`config.mk`:
```
export PLATFORM = sky130hd
export DESIGN_NAME = handshake_responder_2b
export DESIGN_NICKNAME = d
export VERILOG_FILES = /design/src/rtl/handshake_responder_2b_pkg.sv /design/src/rtl/handshake_responder_2b_sync.sv /design/src/rtl/handshake_responder_2b.sv
export SDC_FILE = /design/constraint.sdc
export NUM_CORES = 1
export LEC_CHECK = 0
export CAP_MARGIN = 5
export CORE_ASPECT_RATIO = 0.5
export CORE_MARGIN = 1.5
export CORE_UTILIZATION = 41
export DETAILED_ROUTE_END_ITERATION = 7
export GPL_TIMING_DRIVEN = 0
export PLACE_DENSITY = 0.82
export RECOVER_POWER = 100
export SYNTH_ARGS = -nofsm -noshare
export SYNTH_HDL_FRONTEND = slang
export SYNTH_HIERARCHICAL = 1
export SYNTH_SLANG_ARGS = --single-unit
```
`constraint.sdc`:
```
create_clock -name clk -period 1.4 [get_ports clk]
set_input_delay 0.28 -clock clk [delete_from_list [all_inputs] [get_ports clk]]
set_output_delay 0.28 -clock clk [all_outputs]
set_load 0.02 [all_outputs]
```
`src/rtl/handshake_responder_2b_pkg.sv`:
```
// Package hs_pkg: shared types and defaults for handshake_responder_2b.
//   hs_state_t       - responder FSM state encoding (IDLE / DELIVER / ACK)
//   HS_SYNC_DEFAULT  - default depth of the request synchroniser
package hs_pkg;

    typedef enum logic [1:0] {
        HS_IDLE    = 2'd0,
        HS_DELIVER = 2'd1,
        HS_ACK     = 2'd2
    } hs_state_t;

    localparam int HS_SYNC_DEFAULT = 2;

endpackage

```
`src/rtl/handshake_responder_2b_sync.sv`:
```
// hs_sync: SYNC_STAGES-deep flop chain bringing an asynchronous level into clk.
// Ports:
//   clk  in   system clock
//   rst  in   asynchronous reset, active-high; clears every stage to 0
//   d    in   asynchronous input level
//   q    out  synchronised level (output of the last stage)
module hs_sync
    import hs_pkg::*;
#(
    parameter int SYNC_STAGES = HS_SYNC_DEFAULT
) (
    input  logic clk,
    input  logic rst,
    input  logic d,
    output logic q
);

    logic [SYNC_STAGES-1:0] sync_q;
    logic [SYNC_STAGES-1:0] sync_d;

    // Shift towards the MSB; bit 0 is the metastability-catching stage.
    always_comb begin
        sync_d = {sync_q[SYNC_STAGES-2:0], d};
    end

    always_ff @(posedge clk or posedge rst) begin
        if (rst) begin
            sync_q <= '0;
        end else begin
            sync_q <= sync_d;
        end
    end

    assign q = sync_q[SYNC_STAGES-1];

endmodule

```
`src/rtl/handshake_responder_2b.sv`:
```
// handshake_responder_2b: clocked receiver for a 4-phase req/ack channel.
// The asynchronous request is synchronised, the bundled sel/data are captured
// once the synchronised request is seen, the word is offered to a consumer on
// a valid/ready port, and ack is returned only after the consumer accepts.
// One wrapping transaction counter is kept per arbiter channel.
//
// Consumer handshake: a word transfers on a rising clk edge where out_valid
// and out_ready are both 1; out_valid, out_sel and out_data stay stable until
// that edge, and out_ready has no effect while out_valid is 0.
//
// Optional feature macro: HS_TIMEOUT_EN (ACK-state timeout with sticky error).
//
// Ports:
//   clk, rst      clock, asynchronous active-high reset
//   req_in        asynchronous request from the arbiter
//   sel_in        channel select, stable while req_in=1
//   data_in       bundled data word, stable while req_in=1
//   ack_out       registered acknowledge back to the arbiter
//   out_valid     captured word available to the consumer
//   out_ready     consumer accepts the word
//   out_sel       channel of the captured word
//   out_data      captured word
//   cnt0, cnt1    completed transactions per channel (wrap)
//   busy          FSM is not IDLE
//   timeout_err   sticky timeout flag (0 unless HS_TIMEOUT_EN)
module handshake_responder_2b
    import hs_pkg::*;
#(
    parameter int DATA_W      = 8,
    parameter int SYNC_STAGES = HS_SYNC_DEFAULT,
    parameter int CNT_W       = 8,
    parameter int TIMEOUT_CYC = 255
) (
    input  logic              clk,
    input  logic              rst,
    input  logic              req_in,
    input  logic              sel_in,
    input  logic [DATA_W-1:0] data_in,
    output logic              ack_out,
    output logic              out_valid,
    input  logic              out_ready,
    output logic              out_sel,
    output logic [DATA_W-1:0] out_data,
    output logic [CNT_W-1:0]  cnt0,
    output logic [CNT_W-1:0]  cnt1,
    output logic              busy,
    output logic              timeout_err
);

    logic req_s;

    hs_sync #(
        .SYNC_STAGES(SYNC_STAGES)
    ) u_req_sync (
        .clk(clk),
        .rst(rst),
        .d  (req_in),
        .q  (req_s)
    );

    hs_state_t         state_q,     state_d;
    logic              out_valid_q, out_valid_d;
    logic              ack_q,       ack_d;
    logic              out_sel_q,   out_sel_d;
    logic [DATA_W-1:0] out_data_q,  out_data_d;
    logic [CNT_W-1:0]  cnt0_q,      cnt0_d;
    logic [CNT_W-1:0]  cnt1_q,      cnt1_d;
    logic              capture_ok;

`ifdef HS_TIMEOUT_EN
    localparam int             TMO_W    = $clog2(TIMEOUT_CYC + 1);
    localparam logic [TMO_W-1:0] TMO_LAST = TMO_W'(TIMEOUT_CYC);

    logic [TMO_W-1:0] tmo_cnt_q, tmo_cnt_d;
    logic             tmo_err_q, tmo_err_d;
    logic             armed_q,   armed_d;

    // After a timeout the request still reads high; a fresh capture must wait
    // until the request has been seen low again.
    assign capture_ok = armed_q;
`else
    assign capture_ok = 1'b1;
`endif

    always_comb begin
        state_d     = state_q;
        out_valid_d = out_valid_q;
        ack_d       = ack_q;
        out_sel_d   = out_sel_q;
        out_data_d  = out_data_q;
        cnt0_d      = cnt0_q;
        cnt1_d      = cnt1_q;
`ifdef HS_TIMEOUT_EN
        tmo_cnt_d   = tmo_cnt_q;
        tmo_err_d   = tmo_err_q;
        armed_d     = armed_q;
        if (!req_s) begin
            armed_d = 1'b1;
        end
`endif

        case (state_q)
            HS_IDLE: begin
                // Bundled data is settled by the time req_s rises.
                if (req_s && capture_ok) begin
                    out_sel_d   = sel_in;
                    out_data_d  = data_in;
                    out_valid_d = 1'b1;
                    state_d     = HS_DELIVER;
                end
            end

            HS_DELIVER: begin
                // A req_s drop here is a protocol violation and is ignored:
                // the word is still delivered and acknowledged.
                if (out_ready) begin
                    out_valid_d = 1'b0;
                    ack_d       = 1'b1;
                    state_d     = HS_ACK;
                    if (out_sel_q) begin
                        cnt1_d = cnt1_q + CNT_W'(1);
                    end else begin
                        cnt0_d = cnt0_q + CNT_W'(1);
                    end
`ifdef HS_TIMEOUT_EN
                    tmo_cnt_d = '0;
`endif
                end
            end

            HS_ACK: begin
                if (!req_s) begin
                    ack_d   = 1'b0;
                    state_d = HS_IDLE;
                end
`ifdef HS_TIMEOUT_EN
                else if (tmo_cnt_q == TMO_LAST) begin
                    tmo_err_d = 1'b1;
                    ack_d     = 1'b0;
                    armed_d   = 1'b0;
                    state_d   = HS_IDLE;
                end else begin
                    tmo_cnt_d = tmo_cnt_q + TMO_W'(1);
                end
`endif
            end

            default: begin
                state_d     = HS_IDLE;
                out_valid_d = 1'b0;
                ack_d       = 1'b0;
            end
        endcase
    end

    always_ff @(posedge clk or posedge rst) begin
        if (rst) begin
            state_q     <= HS_IDLE;
            out_valid_q <= 1'b0;
            ack_q       <= 1'b0;
            out_sel_q   <= 1'b0;
            out_data_q  <= '0;
            cnt0_q      <= '0;
            cnt1_q      <= '0;
        end else begin
            state_q     <= state_d;
            out_valid_q <= out_valid_d;
            ack_q       <= ack_d;
            out_sel_q   <= out_sel_d;
            out_data_q  <= out_data_d;
            cnt0_q      <= cnt0_d;
            cnt1_q      <= cnt1_d;
        end
    end

`ifdef HS_TIMEOUT_EN
    always_ff @(posedge clk or posedge rst) begin
        if (rst) begin
            tmo_cnt_q <= '0;
            tmo_err_q <= 1'b0;
            armed_q   <= 1'b1;
        end else begin
            tmo_cnt_q <= tmo_cnt_d;
            tmo_err_q <= tmo_err_d;
            armed_q   <= armed_d;
        end
    end

    assign timeout_err = tmo_err_q;
`else
    assign timeout_err = 1'b0;
`endif

    assign ack_out   = ack_q;
    assign out_valid = out_valid_q;
    assign out_sel   = out_sel_q;
    assign out_data  = out_data_q;
    assign cnt0      = cnt0_q;
    assign cnt1      = cnt1_q;
    assign busy      = (state_q != HS_IDLE);

endmodule

```
Word level (Yosys, flattened, before mapping)
Cells that the tools add are included.
{"block": "classes", "n_addsub": 2, "n_eq_ne": 5, "mux": 10, "bitwise": 3, "n_reduce_logical": 8}
{"cell": "$add A8 B1 Y8 const B", "n": 2}
{"cell": "$reduce_and A3 Y1", "n": 5}
{"cell": "$mux W2", "n": 3}
{"cell": "$pmux W1 S3", "n": 2}
{"cell": "$pmux W2 S3", "n": 1}
{"cell": "$mux W1", "n": 4}
{"cell": "$ne A2 B2 Y1 const B", "n": 2}
{"cell": "$not A1 Y1", "n": 3}
{"cell": "$eq A2 B1 Y1 const B", "n": 1}
{"cell": "$eq A2 B2 Y1 const B", "n": 1}
{"cell": "$logic_not A2 Y1", "n": 1}
{"cell": "$ne A2 B1 Y1 const B", "n": 1}
{"cell": "$reduce_and A2 Y1", "n": 1}
{"cell": "$reduce_bool A2 Y1", "n": 1}
{"block": "word_totals", "reg_bits": 31, "input_bits": 13, "out_inout_bits": 29}

Logic depth before layout (Yosys ltp)
{"block": "depth", "depth_word": 3, "ltp_mapped": 5}

Cells and area by module
Netlist, hierarchy kept.
{"mod": "handshake_responder_2b", "n_inst": 1, "cells_each": 100, "area_each_um2": 1268.7}
{"mod": "hs_sync", "n_inst": 1, "cells_each": 3, "area_each_um2": 53.8}

Least setup slack after synthesis
Ideal clock, no wire load.
{"block": "synth_timing", "path_kind": "flip-flop to flip-flop", "start": "register out_sel_q (netlist: out_sel)", "end": "register cnt0_q[1] (netlist: cnt0[1])", "setup_time_ps": 125, "t_arrival_ps": 1244, "t_required_ps": 1275, "path_slack_ps": 32, "path_stages_with_launch": 4, "path_cell_list": "dfrtp_1 > and4bb_2 > buf_4 > mux2_2"}
{"block": "synth_between", "elab_chain_len": 2}
{"item": "start: declaration", "line": "handshake_responder_2b.sv:64", "source": "logic out_sel_q, out_sel_d;"}
{"item": "start signal: assignment", "line": "handshake_responder_2b.sv:169", "source": "out_sel_q <= out_sel_d;"}
{"item": "$not A1 Y1 (no line)"}
{"item": "$reduce_and A3 Y1 (no line)"}
{"item": "end signal: assignment", "line": "handshake_responder_2b.sv:171", "source": "cnt0_q <= cnt0_d;"}
{"item": "end: declaration", "line": "handshake_responder_2b.sv:66", "source": "logic [CNT_W-1:0] cnt0_q, cnt0_d;"}
Every way passes these cells.
A chain may end at the register's enable or synchronous reset.

Worst setup path after layout
{"block": "layout_timing", "start": "register state_q[1]", "end": "output port busy"}
{"block": "layout_between", "elab_chain_len": 1}
{"item": "start: declaration", "line": "handshake_responder_2b.sv:61", "source": "hs_state_t state_q, state_d;"}
{"item": "start signal: assignment", "line": "handshake_responder_2b.sv:166", "source": "state_q <= state_d;"}
{"item": "$reduce_bool A2 Y1", "line": "handshake_responder_2b.sv:200", "source": "assign busy = (state_q != HS_IDLE);"}
{"item": "end: declaration", "line": "handshake_responder_2b.sv:46", "source": "output logic busy,"}
Every way passes these cells.

==> impl_results.md <==
- Slew HR: 0.585
- Initial antenna violation count: 0
- Total gr overflow: 0
- Gpl congestion: 0.773
- Fmax: between 700 and 800 MHz
- Clock skew: 0.00799 ns
- Chip Height: 43.2 um
- DIE WIDTH: 83.3 um
- Port Buffer Count: 40
- Remaining antenna violation count: 0
- YS warnings: 6
- DPL Wire Length: 1.71 mm
- Net load switching power: between 1 and 1.5 mW
- Post-Layout Cell Count: slightly below 200
- Pint: 2.32 mW
- Critical Path Fanout Max: 10
- Critical path capture point type: output pin
- Predominant post-synthesis flop cell: dfrtp_1
- Reg-to-reg critical path startpoint: state_q[1]$_DFFE_PP0P_
- Register area share after synthesis: 0.587
- Total track usage: 0.149
- Top-count cell post-synth: dfrtp_1
- Final Hold Fails: 0
- Clock latency on the worst-skew pair: 0.28 ns
- Worst reg2reg setup slack: 0.01 ns
- Top cells by count, synth: dfrtp_1, mux2_2, nand2_1, xnor2_1, xor2_1
- Failing checks: setup timing
- Yosys top cell by area: dfrtp_1
- Startpoint Class: register
- CTS tree: done
- Period utilization: 1.02
- Tightest Pin Transition: 0.622 ns
- Area share of the largest cell type after synthesis: 0.587
- Clock sinks: 31
- Final worst slack: -0.0270 ns
- Crit. Startpoint: state_q[1]$_DFFE_PP0P_
- Antenna Cells: 0
- Unique cell type count in the Yosys netlist: 25
- Post-CTS Hold Buffers: 0
- Arrival time at the worst endpoint: around 1.2 ns
- DR pass1 iterations: 5
- Core Util, Final: 0.613
- Hold endpoint: u_req_sync/sync_q[1]$_DFF_PP0_
- CP required: 1.12 ns
- Comb power frac: 0.433
- Hold path startpoint: u_req_sync/sync_q[0]$_DFF_PP0_
- Total die area: 0.00360 mm^2
- Syn avg cell area: 12.8 um^2
- PD cells: 1990 mW/mm^2
- Crit Path Category: register to output pin
- Layout Nets: 167
- WHS: 0.361 ns
- Largest net degree at the start of global routing: 30
- RSZ-0062 raised after global routing: yes
- Seq cells post-synth: 31
- Residual DRC count: 0
- Area Overhead vs Synth: 40.4%
- WL/cell: 12.6 um
- Max clock buf depth: 2
- Core box area: 0.00303 mm^2
- Placed cell count: 183
- Synthesized area: 0.00132 mm^2
- FP Rows: 14
- Cells after Synth: between 100 and 150
- Peak supply drop: 1.30 mV
- MaxCap Viol Count: 0
- Final WL: ~2.4 mm
- DP Worst Slack: -0.336 ns
- Worst-path clk slew: 0.06 ns
- Max-slew violation count: 0
- FFs w/ async S/R, synth: 1.00
- Via density: 4.80
- DRT iter0 DRCs: 31
- First-pass GRT wire length: 4.14 mm
- Final setup fails: 1
- Post-synthesis net count: 118
- Top post-synthesis cells by area: dfrtp_1, mux2_2, xnor2_1
- Post-synth EDFFs: 0
- # fillers: 248
- CTS Buf Count: 5
- LEAKAGE: approximately 0.92 nW
- Number of global-route vias before repair: 914
- Clock root buffer master: clkbuf_8
- Worst hold path class: register to register
- Sw frac: 0.373
- Hold Crit Depth: 0
- Min Clock Period, post-route: around 1.4 ns
- Reg2reg path depth: 4
- Status: finished, violations left
- I/O Pins: 42
- Clock power share: 0.179
- Initial core utilization: 0.436
- Reg-to-Reg End: cnt0[1]$_DFFE_PP0P_
- Flop pwr share: 0.388
- Via count: 926
- Layout cells sized above 1: 0.203
- # H-tree levels: 2
metrics by stage:
step	power [mW]	area, um^2	setup TNS (ns)
after floorplan	2.43	1320	0
after global placement	3.15	1770	-10.02
after global routing	3.94	1860	-0.138
after detailed placement	3.19	1770	-11.66
after CTS	3.64	1820	-0.127
final	3.70	1860	-0.0270
registers in the layout, summed over array words and instances, names as in the netlist:
signal and cells:
u_req_sync/sync_q 2, out_sel 1, ack_out 1, cnt1 8
state_q 2, out_data 8, cnt0 8, out_valid 1
routing by layer:
metal / global-route usage / wire, um / vias up / part of all wire
li1: - / - / 443 / -
met1: 0.183 / 1120 / 458 / 0.46
met2: 0.244 / 1160 / 20 / 0.48
met3: 0.0545 / 111 / 5 / 0.046
met4: 0.0600 / 32 / 0 / 0.013
met5: 0 / 0 / - / 0
area by class of cell:
| type | count | area, um^2 | area share |
|---|---|---|---|
| plain buffers | 5 | 48.8 | 0.0263 |
| flip-flops and latches | 31 | 776 | 0.418 |
| clock inverters | 1 | 5.00 | 0.00270 |
| clock buffers | 7 | 76.3 | 0.0411 |
| inverters | 4 | 18.8 | 0.0101 |
| repair buffers | 42 | 382 | 0.206 |
| multi-input cells | 63 | 500 | 0.270 |
| well taps | 40 | 50.0 | 0.0270 |
layout by cell type (no fill, tap or decap), drive strengths merged, types with 2 or more instances in the layout:
cell	synthesis	routed
a21oi	2	2
and3	2	2
buf	5	8
clkbuf	0	7
clkdlybuf4s50	0	9
dfrtp	31	31
dlygate4sd2	0	28
dlygate4sd3	0	2
ha	2	2
inv	4	3
mux2	11	11
nand2	7	7
nand3	3	3
nand4	4	4
nor2	5	5
nor3	2	2
o21ai	3	3
xnor2	7	7
xor2	7	7
how the worst max path moves through the flow:
stage / slack [ns] / depth (start not counted) / end
2_1_floorplan: 0.03 / 3 / cnt0[1]$_DFFE_PP0P_
3_3_place_gp: -0.34 / 4 / cnt0[1]$_DFFE_PP0P_
3_5_place_dp: -0.34 / 4 / cnt0[1]$_DFFE_PP0P_
4_1_cts: -0.13 / 3 / busy
5_1_grt: -0.06 / 3 / busy
6_report: -0.03 / 3 / busy
cells by family after synthesis:
family,after synthesis,share of synthesized area
buffers and inverters,9,0.0407
XOR/XNOR,14,0.0927
other,1,0.00284
multiplexers,11,0.0937
AND/OR/NAND/NOR,29,0.141
AO/OA/AOI/OAI,6,0.0237
adder cells (fa/ha/maj),2,0.0189
flip-flops,31,0.587
power by group through the flow:
stage	registers (mW)	logic (mW)	clock network, mW
global placement	1.45	1.70	0
global route	1.49	1.73	0.724
floorplan	1.77	0.664	0
finish	1.44	1.60	0.663
CTS	1.44	1.53	0.679
detailed placement	1.46	1.73	0
worst max-delay path, cell delays in order, from the launching register on:
cell	delay, ns
dfrtp_1	0.38
buf_6	0.14
or2_4	0.22
buf_6	0.13
timing repair:
action / CTS / global route
pin swaps: 0 / 0
endpoints found under the setup margin: 38 / 42
setup buffers: 0 / 2
gates resized for setup: 33 / 7
(Power assumes the default switching activity.)
